File: src/rtl/sid_filter_sched_if.sv
// Bus between the shared sid_filter datapath, the per-SID logic and the filter scheduler.
interface sid_filter_sched_if #(
  parameter int unsigned N_SID = 2,
  parameter int unsigned SEL_W = (N_SID > 1) ? $clog2(N_SID) : 1
);
  logic                   tick;
  logic                   clear;
  logic [47:0]            state_i;
  logic [23:0]            audio_i;
  logic [2:0]             stage;
  logic [SEL_W-1:0]       sel;
  logic [47:0]            state_o;
  logic [24*N_SID-1:0]    audio_o;
  logic                   audio_valid;
  logic                   busy;
  logic                   overrun;

  modport master (
    input  tick, clear, state_i, audio_i,
    output stage, sel, state_o, audio_o, audio_valid, busy, overrun
  );

  modport slave (
    output tick, clear, state_i, audio_i,
    input  stage, sel, state_o, audio_o, audio_valid, busy, overrun
  );
endinterface

File: src/rtl/sid_filter_sched.sv
// Time-multiplexes one 7-stage sid_filter across N_SID instances: one pass per
// instance per tick, with per-instance filter state and audio held between passes.
module sid_filter_sched #(
  parameter int unsigned N_SID = 2,
  parameter int unsigned SEL_W = (N_SID > 1) ? $clog2(N_SID) : 1
) (
  input  logic                clk,
  input  logic                rst,
  sid_filter_sched_if.master  bus
);
  localparam int unsigned STAGE_W = 3;
  localparam int unsigned STATE_W = 48;
  localparam int unsigned AUDIO_W = 24;

  localparam logic [1:0] ST_IDLE = 2'd0;
  localparam logic [1:0] ST_RUN  = 2'd1;
  localparam logic [1:0] ST_WB   = 2'd2;

  localparam logic [SEL_W-1:0]   LAST_SEL   = SEL_W'(N_SID - 1);
  localparam logic [STAGE_W-1:0] LAST_STAGE = STAGE_W'(7);

  logic [1:0]         fsm_q, fsm_d;
  logic [STAGE_W-1:0] stage_q, stage_d;
  logic [SEL_W-1:0]   sel_q, sel_d;
  logic               pending_q, pending_d;
  logic               overrun_q, overrun_d;
  logic               busy_q, busy_d;
  logic               valid_q, valid_d;
  logic               wb_c;
  logic               last_wb_c;

  logic [STATE_W-1:0] state_mem [N_SID];
  logic [AUDIO_W-1:0] audio_q   [N_SID];

  assign last_wb_c = (fsm_q == ST_WB) && (sel_q == LAST_SEL);

  // Control registers
  always_ff @(posedge clk) begin
    if (rst) begin
      fsm_q     <= ST_IDLE;
      stage_q   <= '0;
      sel_q     <= '0;
      pending_q <= 1'b0;
      overrun_q <= 1'b0;
      busy_q    <= 1'b0;
      valid_q   <= 1'b0;
    end else begin
      fsm_q     <= fsm_d;
      stage_q   <= stage_d;
      sel_q     <= sel_d;
      pending_q <= pending_d;
      overrun_q <= overrun_d;
      busy_q    <= busy_d;
      valid_q   <= valid_d;
    end
  end

  // Next-state: sweep sequencing and tick bookkeeping
  always_comb begin
    fsm_d     = fsm_q;
    stage_d   = stage_q;
    sel_d     = sel_q;
    pending_d = pending_q;
    overrun_d = overrun_q;
    busy_d    = busy_q;
    valid_d   = 1'b0;
    wb_c      = 1'b0;

    // A tick arriving mid-sweep queues one sweep; a second one is lost.
    if (bus.tick && (fsm_q != ST_IDLE) && !last_wb_c) begin
      if (pending_q) overrun_d = 1'b1;
      else           pending_d = 1'b1;
    end

    case (fsm_q)
      ST_IDLE: begin
        if (bus.tick) begin
          fsm_d   = ST_RUN;
          stage_d = STAGE_W'(1);
          sel_d   = '0;
          busy_d  = 1'b1;
        end
      end
      ST_RUN: begin
        if (stage_q == LAST_STAGE) begin
          fsm_d   = ST_WB;
          stage_d = '0;
        end else begin
          stage_d = stage_q + STAGE_W'(1);
        end
      end
      ST_WB: begin
        wb_c = 1'b1;
        if (!last_wb_c) begin
          fsm_d   = ST_RUN;
          stage_d = STAGE_W'(1);
          sel_d   = sel_q + SEL_W'(1);
        end else begin
          valid_d = 1'b1;
          sel_d   = '0;
          if (pending_q || bus.tick) begin
            // A tick that coincides with draining the queue re-queues itself.
            fsm_d     = ST_RUN;
            stage_d   = STAGE_W'(1);
            pending_d = pending_q && bus.tick;
          end else begin
            fsm_d  = ST_IDLE;
            busy_d = 1'b0;
          end
        end
      end
      default: begin
        fsm_d   = ST_IDLE;
        stage_d = '0;
        sel_d   = '0;
        busy_d  = 1'b0;
      end
    endcase
  end

  // Per-instance filter state and audio; clear wins over a same-edge write-back
  always_ff @(posedge clk) begin
    if (rst) begin
      for (int k = 0; k < int'(N_SID); k++) begin
        state_mem[k] <= '0;
        audio_q[k]   <= '0;
      end
    end else begin
      if (bus.clear) begin
        for (int k = 0; k < int'(N_SID); k++) state_mem[k] <= '0;
      end else if (wb_c) begin
        state_mem[sel_q] <= bus.state_i;
      end
      if (wb_c) audio_q[sel_q] <= bus.audio_i;
    end
  end

  for (genvar k = 0; k < int'(N_SID); k++) begin : g_audio
    assign bus.audio_o[AUDIO_W*k +: AUDIO_W] = audio_q[k];
  end

  assign bus.stage       = stage_q;
  assign bus.sel         = sel_q;
  assign bus.state_o     = state_mem[sel_q];
  assign bus.audio_valid = valid_q;
  assign bus.busy        = busy_q;
  assign bus.overrun     = overrun_q;
endmodule

File: src/flat_wrapper.sv
// flat-port wrapper written by rule: the top's interface ports become plain ports
module sid_filter_sched_flat 
#(
  parameter int unsigned N_SID = 2,
  parameter int unsigned SEL_W = (N_SID > 1) ? $clog2(N_SID) : 1
)
  (clk, rst, bus_tick, bus_clear, bus_state_i, bus_audio_i, bus_stage, bus_sel, bus_state_o, bus_audio_o, bus_audio_valid, bus_busy, bus_overrun);
  sid_filter_sched_if #(.N_SID(N_SID), .SEL_W(SEL_W)) bus_i ();
  input  logic clk;
  input  logic rst;
  input wire logic [$bits(bus_i.tick)-1:0] bus_tick;
  input wire logic [$bits(bus_i.clear)-1:0] bus_clear;
  input wire logic [$bits(bus_i.state_i)-1:0] bus_state_i;
  input wire logic [$bits(bus_i.audio_i)-1:0] bus_audio_i;
  output wire logic [$bits(bus_i.stage)-1:0] bus_stage;
  output wire logic [$bits(bus_i.sel)-1:0] bus_sel;
  output wire logic [$bits(bus_i.state_o)-1:0] bus_state_o;
  output wire logic [$bits(bus_i.audio_o)-1:0] bus_audio_o;
  output wire logic [$bits(bus_i.audio_valid)-1:0] bus_audio_valid;
  output wire logic [$bits(bus_i.busy)-1:0] bus_busy;
  output wire logic [$bits(bus_i.overrun)-1:0] bus_overrun;
  assign bus_i.tick = bus_tick;
  assign bus_i.clear = bus_clear;
  assign bus_i.state_i = bus_state_i;
  assign bus_i.audio_i = bus_audio_i;
  assign bus_stage = bus_i.stage;
  assign bus_sel = bus_i.sel;
  assign bus_state_o = bus_i.state_o;
  assign bus_audio_o = bus_i.audio_o;
  assign bus_audio_valid = bus_i.audio_valid;
  assign bus_busy = bus_i.busy;
  assign bus_overrun = bus_i.overrun;
  sid_filter_sched #(.N_SID(N_SID), .SEL_W(SEL_W)) u_core (.clk(clk), .rst(rst), .bus(bus_i));
endmodule
File: config.mk
export PLATFORM = sky130hd
export DESIGN_NAME = sid_filter_sched_flat
export DESIGN_NICKNAME = d
export VERILOG_FILES = /design/src/rtl/sid_filter_sched_if.sv /design/src/rtl/sid_filter_sched.sv /design/src/flat_wrapper.sv
export SDC_FILE = /design/constraint.sdc
export NUM_CORES = 1
export LEC_CHECK = 0
export CAP_MARGIN = 20
export CORE_MARGIN = 10
export CORE_UTILIZATION = 30
export CTS_BUF_LIST = sky130_fd_sc_hd__clkbuf_8 sky130_fd_sc_hd__clkbuf_16
export DETAILED_ROUTE_END_ITERATION = 7
export HOLD_SLACK_MARGIN = 0.15
export SYNTH_ARGS = -nofsm -noshare
export SYNTH_HDL_FRONTEND = slang
export SYNTH_SLANG_ARGS = --single-unit
File: constraint.sdc
create_clock -name clk -period 3.7 [get_ports clk]
set_input_delay 0.555 -clock clk [delete_from_list [all_inputs] [get_ports clk]]
set_output_delay 0.555 -clock clk [all_outputs]
set_load 0.03 [all_outputs]
# Yosys cells after proc, flatten, opt, wreduce, memory -nomap -nowiden

Memories as Yosys holds them, arrays and structs flattened. A register that Yosys moved wholly into a read port is not among the register bits.
Index checks and enable logic that the tools add are counted.
W data, S select, Z words.

Input port bits: 76
Output and inout bits: 103
Register bits: 10
Memory bits (writable): 144
Memories: 2
Word-level logic and storage cells: 83

Memories:

| memory           | words | width | rd ports | clocked after memory_dff | write ports | RTL line               | text |
|---|---|---|---|---|---|---|---|
| u_core.state_mem | 2     | 48    | 1        | 1                        | 2           | sid_filter_sched.sv:32 | `logic [STATE_W-1:0] state_mem [N_SID];` |
| u_core.audio_q   | 2     | 24    | 2        | 0                        | 2           | sid_filter_sched.sv:33 | `logic [AUDIO_W-1:0] audio_q [N_SID];` |

Eq/ne operators: 8
Add/subtract/negate cells: 2
Bitwise logic cells: 4
Multiplexer cells: 44
Reduce and logical (&&, ||, !) cells: 16

Operator list:

| operator              | number |
|---|---|
| $mux W48              | 3 |
| $reduce_or A48 Y1     | 1 |
| $mux W1               | 29 |
| $mux W24              | 1 |
| $reduce_or A24 Y1     | 1 |
| $mux W3               | 4 |
| $pmux W3 S3           | 1 |
| $reduce_and A2 Y1     | 4 |
| $mux W2               | 3 |
| $pmux W1 S3           | 2 |
| $pmux W2 S3           | 1 |
| $logic_and A1 B1 Y1   | 4 |
| $ne A2 B1 Y1 const B  | 2 |
| $ne A2 B2 Y1 const B  | 2 |
| $reduce_and A4 Y1     | 1 |
| $add A3 B1 Y3 const B | 1 |
| $eq A3 B3 Y1 const B  | 1 |
| $ne A3 B3 Y1 const B  | 1 |
| $eq A2 B1 Y1 const B  | 1 |
| $eq A2 B2 Y1 const B  | 1 |
| $logic_not A2 Y1      | 1 |
| $not A1 Y1            | 2 |
| $or A1 B1 Y1          | 2 |
| $reduce_bool A2 Y1    | 1 |
| other kinds (4)       | 4 |

# Depth between registers and ports, before layout

Word-level depth: 8
Depth in mapped cells: 6
Depth with buffers taken out: 5

# Least setup slack after synthesis

Ideal clock, no wire load.

Path type: reg-to-reg
Start: register u_core.sel_q (netlist: u_core.bus.sel)
End: memory u_core.state_mem[1][0] (enable)
Buffers on the path: 0
Required time: 3,316 ps
Period minus slack after synthesis: 3,812 ps
Data arrival time: 3,427 ps
Stages on the path, launching flop included: 4
Path slack: -112 ps
Library setup time: 384 ps
Cell sequence: dfxtp_1 > nand2_1 > o21ai_0 > or2_2

RTL lines:

| what                   | RTL line               | text |
|---|---|---|
| start, declared        | sid_filter_sched.sv:24 | `logic [SEL_W-1:0] sel_q, sel_d;` |
| start signal, assigned | sid_filter_sched.sv:50 | `sel_q <= sel_d;` |
| end, declared          | sid_filter_sched.sv:32 |  |

==> parameters.txt <==
Parameter                              Value

Global route
  Largest net degree at the start of global routing ... 49
  Wire length of the first global-routing pass ... 24,900 um
  Antenna violations before repair ... 0
  Combined global-route utilization of all metal layers ... 0.115
  Sum of overflow across all layers after global routing ... 0
  Vias in the first global route ... 4,225

Finish
  Post-synthesis to final-layout area growth ... 41.2%
  Commonest non-fill, non-tap cell in the layout ... clkdlybuf4s50_1
  Highest-count cells in the layout ignoring fill and taps ... clkdlybuf4s50_1 (178), and2_1 (144), edfxtp_1 (144)
  Share of final-layout standard cells stronger than drive strength 1 ... 0.149
  Combined area of the multi-input logic cells ... 0.00173 sq mm
  Utilization after layout ... 0.431
  Register Area ... 0.00455 sq mm
  Total of fill cells in the finished design ... 1,917
  Final #Nets ... 676

Route
  Detailed-route via count ... 3,858
  Number of detailed-route iterations in the first pass ... 4
  Remaining antenna violation count ... 0
  Aggregate routed wire length ... 16,000 um
  Initial DRC Count ... 153
  Total DRC errors in the routed layout ... 0
  Vias/cell ... 4.35
  Average routed wire per standard cell ... 18.1 um

Critical path
  Critical Path End Type ... primary output
  Required arrival time at the worst endpoint ... 3.14 ns
  Ordered cell list for the critical path ... buf_12, mux2_2, clkdlybuf4s50_1
  Worst R2R Setup Slack ... 1.51 ns
  Reg-to-reg endpoint ... u_core.state_mem[0][3]
  Critical Path Source Type ... register
  CP max stage cell ... dfxtp_2
  Source of the worst register-to-register timing path ... u_core.fsm_q[0]
  CP peak stage delay ... 0.72 ns
  Crit path DAT ... 2.42 ns
  Worst reg2reg path depth ... 4
  Maximum fanout count along the critical path ... 27
  Type of the setup path with the least slack ... register to primary output

Die
  Effective utilization at floorplan ... 0.305
  Placeable core region ... 0.0211 sq mm
  Standard-cell rows ... 53
  Die outline area ... 0.0277 sq mm
  Die boundary height ... 166 um
  Die outline width ... 166 um
  I/O pin cnt ... 179

CTS
  TritonCTS sink count ... 155
  Total of hold buffers inserted after clock tree synthesis ... 0
  Cell chosen for the clock root ... clkbuf_16
  Clock Latency Late Sink ... 0.41 ns
  Postcts setup bufs ... 0
  Cts bufs inserted ... 17
  Post_cts resized ... 0
  TritonCTS clock tree ... yes
  H-Tree Depth ... 4
  Number of buffers on the longest clock path ... 2
  Clock Pin Slew Worst Setup and Hold Paths ... 0.06 ns

Synth
  Synth cell types ... 31
  Count of flip-flops with a built-in enable after synthesis ... 144
  Synth warn ... 0
  Number of instances in the synthesized netlist ... 416
  Seq/Total Area, Yosys ... 0.706
  #FFs+latches synth ... 155
  Mean instance size in the synthesized netlist ... 15.5 sq um
  Post-synth top flop ... edfxtp_1
  Asr flop ratio synth ... 0
  Post-synth net total ... 494
  Mapped Area ... 0.00643 sq mm

Outcome
  Outcome ... completed

Worst hold path
  Type of the tightest min-delay check ... register to register
  Endpoint, Worst Hold ... u_core.bus.overrun
  Launch instance of the worst min-delay path ... u_core.bus.overrun
  Number of cells traversed by the worst hold path ... 2

Run
  MaxCap Viol Count ... 0

STA
  Max-slew violation count ... 0
  Setup tns final ... 0 ns
  Worst slew slack as a fraction of its limit ... 0.470
  RSZ-0062 raised after global routing ... no
  Measured slew at the worst slew-check pin ... 0.795 ns
  Max Freq ... 0.336 GHz
  Tcrit/Tclk final ... 0.804
  Count of endpoints failing hold in the final timing report ... 0
  Final critical path time including I/O delays and setup ... 2.97 ns
  Setup Viol. Count Final ... 0
  Max Clock Skew ... 0.00849 ns

Place
  Weighted congestion reported at the end of routability-driven placement ... 0.770
  Buffers on Ports ... 178
  Estimated wirelength of the detail-placed design ... 11,200 um

Power
  Peak ir drop on the vdd network ... 0.298 mV
  PnR Total Power ... 4.04 mW
  Total power density per cell area ... 445 mW/mm^2
  Leak ... 3.42 nW
[where the power goes]
| group | internal, mW | switching [mW] |
|---|---|---|
| logic | 0.169 | 0.185 |
| registers | 1.97 | 0.0233 |
| clock network | 0.991 | 0.698 |
| total | 3.13 | 0.906 |
[flip-flops by register name, summed over array words and instances, names as in the netlist, named ones only]
signal	count
u_core.bus.overrun	1
u_core.bus.busy	1
u_core.bus.audio_valid	1
u_core.bus.stage	3
u_core.state_mem	96
u_core.bus.sel	1
u_core.fsm_q	2
u_core.pending_q	1
u_core.audio_q	48
[layer usage]
| layer | share of wire | GRT usage |
|---|---|---|
| met5 | 0 | 0 |
| met4 | 0.011 | 0.0344 |
| met3 | 0.13 | 0.0772 |
| met2 | 0.43 | 0.170 |
| met1 | 0.42 | 0.133 |
[how the worst max path moves through the flow]
stage | from | endpoint
after detailed placement | rst | u_core.state_mem[0][17]
after global routing | register | bus_state_o[12]
after global placement | rst | u_core.state_mem[0][45]
after floorplan | u_core.bus.sel | u_core.state_mem[1][0]
final | register | bus_state_o[20]
after CTS | register | bus_state_o[11]
[metrics by stage]
stage                     hold slack [ns]  area [sq um]  setup WS (ns)  std cells
after floorplan                     0.470          6430          0.586        416
after global placement              0.443          8480          0.824        853
after detailed placement            0.443          8500          0.761        854
after CTS                           0.454          9080          0.650        886
after global routing                0.503          9080          0.572        886
final                               0.451          9080          0.727        887
[cells in the mapped netlist, types with 2 or more instances]
library cell / n / share of area
mux2_2: 48 / 0.084
a31oi_1: 3 / 0.0029
or3_1: 2 / 0.0019
edfxtp_1: 144 / 0.67
or2_2: 2 / 0.0019
nor2_1: 4 / 0.0023
nand2_1: 2 / 0.0012
nand3_1: 3 / 0.0023
inv_1: 6 / 0.0035
ha_1: 2 / 0.0039
o211ai_1: 3 / 0.0035
clkbuf_2: 2 / 0.0016
nor2b_1: 3 / 0.0029
a21oi_1: 4 / 0.0031
o21ai_0: 3 / 0.0023
and2_1: 144 / 0.14
clkbuf_1: 10 / 0.0058
buf_6: 6 / 0.011
buf_2: 3 / 0.0023
dfxtp_1: 11 / 0.034
[cells by family (layout without fill, tap and decap cells)]
| kind of cell | after synthesis | after routing | share of synthesized area |
|---|---|---|---|
| adders and majority gates | 2 | 2 | 0.00389 |
| and+or+nand+nor | 167 | 167 | 0.165 |
| other | 0 | 1 | 0 |
| AOI/OAI and AO/OA | 16 | 16 | 0.0158 |
| muxes | 48 | 48 | 0.0840 |
| buffers and inverters | 28 | 223 | 0.0249 |
| DFF | 155 | 155 | 0.706 |
[layout make-up]
cell class | count | share of cell area
Inverter | 6 | 0.00248
Sequential cell | 155 | 0.501
Multi-Input combinational cell | 233 | 0.191
Timing Repair Buffer | 185 | 0.205
Antenna cell | 1 | 0.000276
Clock buffer | 17 | 0.0469
Tap cell | 275 | 0.0379
Clock inverter | 15 | 0.0163
[critical path, delay by kind of cell (launching register included)]
kind	cells	cell delay, ns
buf+inv	2	0.92
flops	1	0.72
mux	1	0.36
No activity file was read; power rests on OpenSTA's default activity.
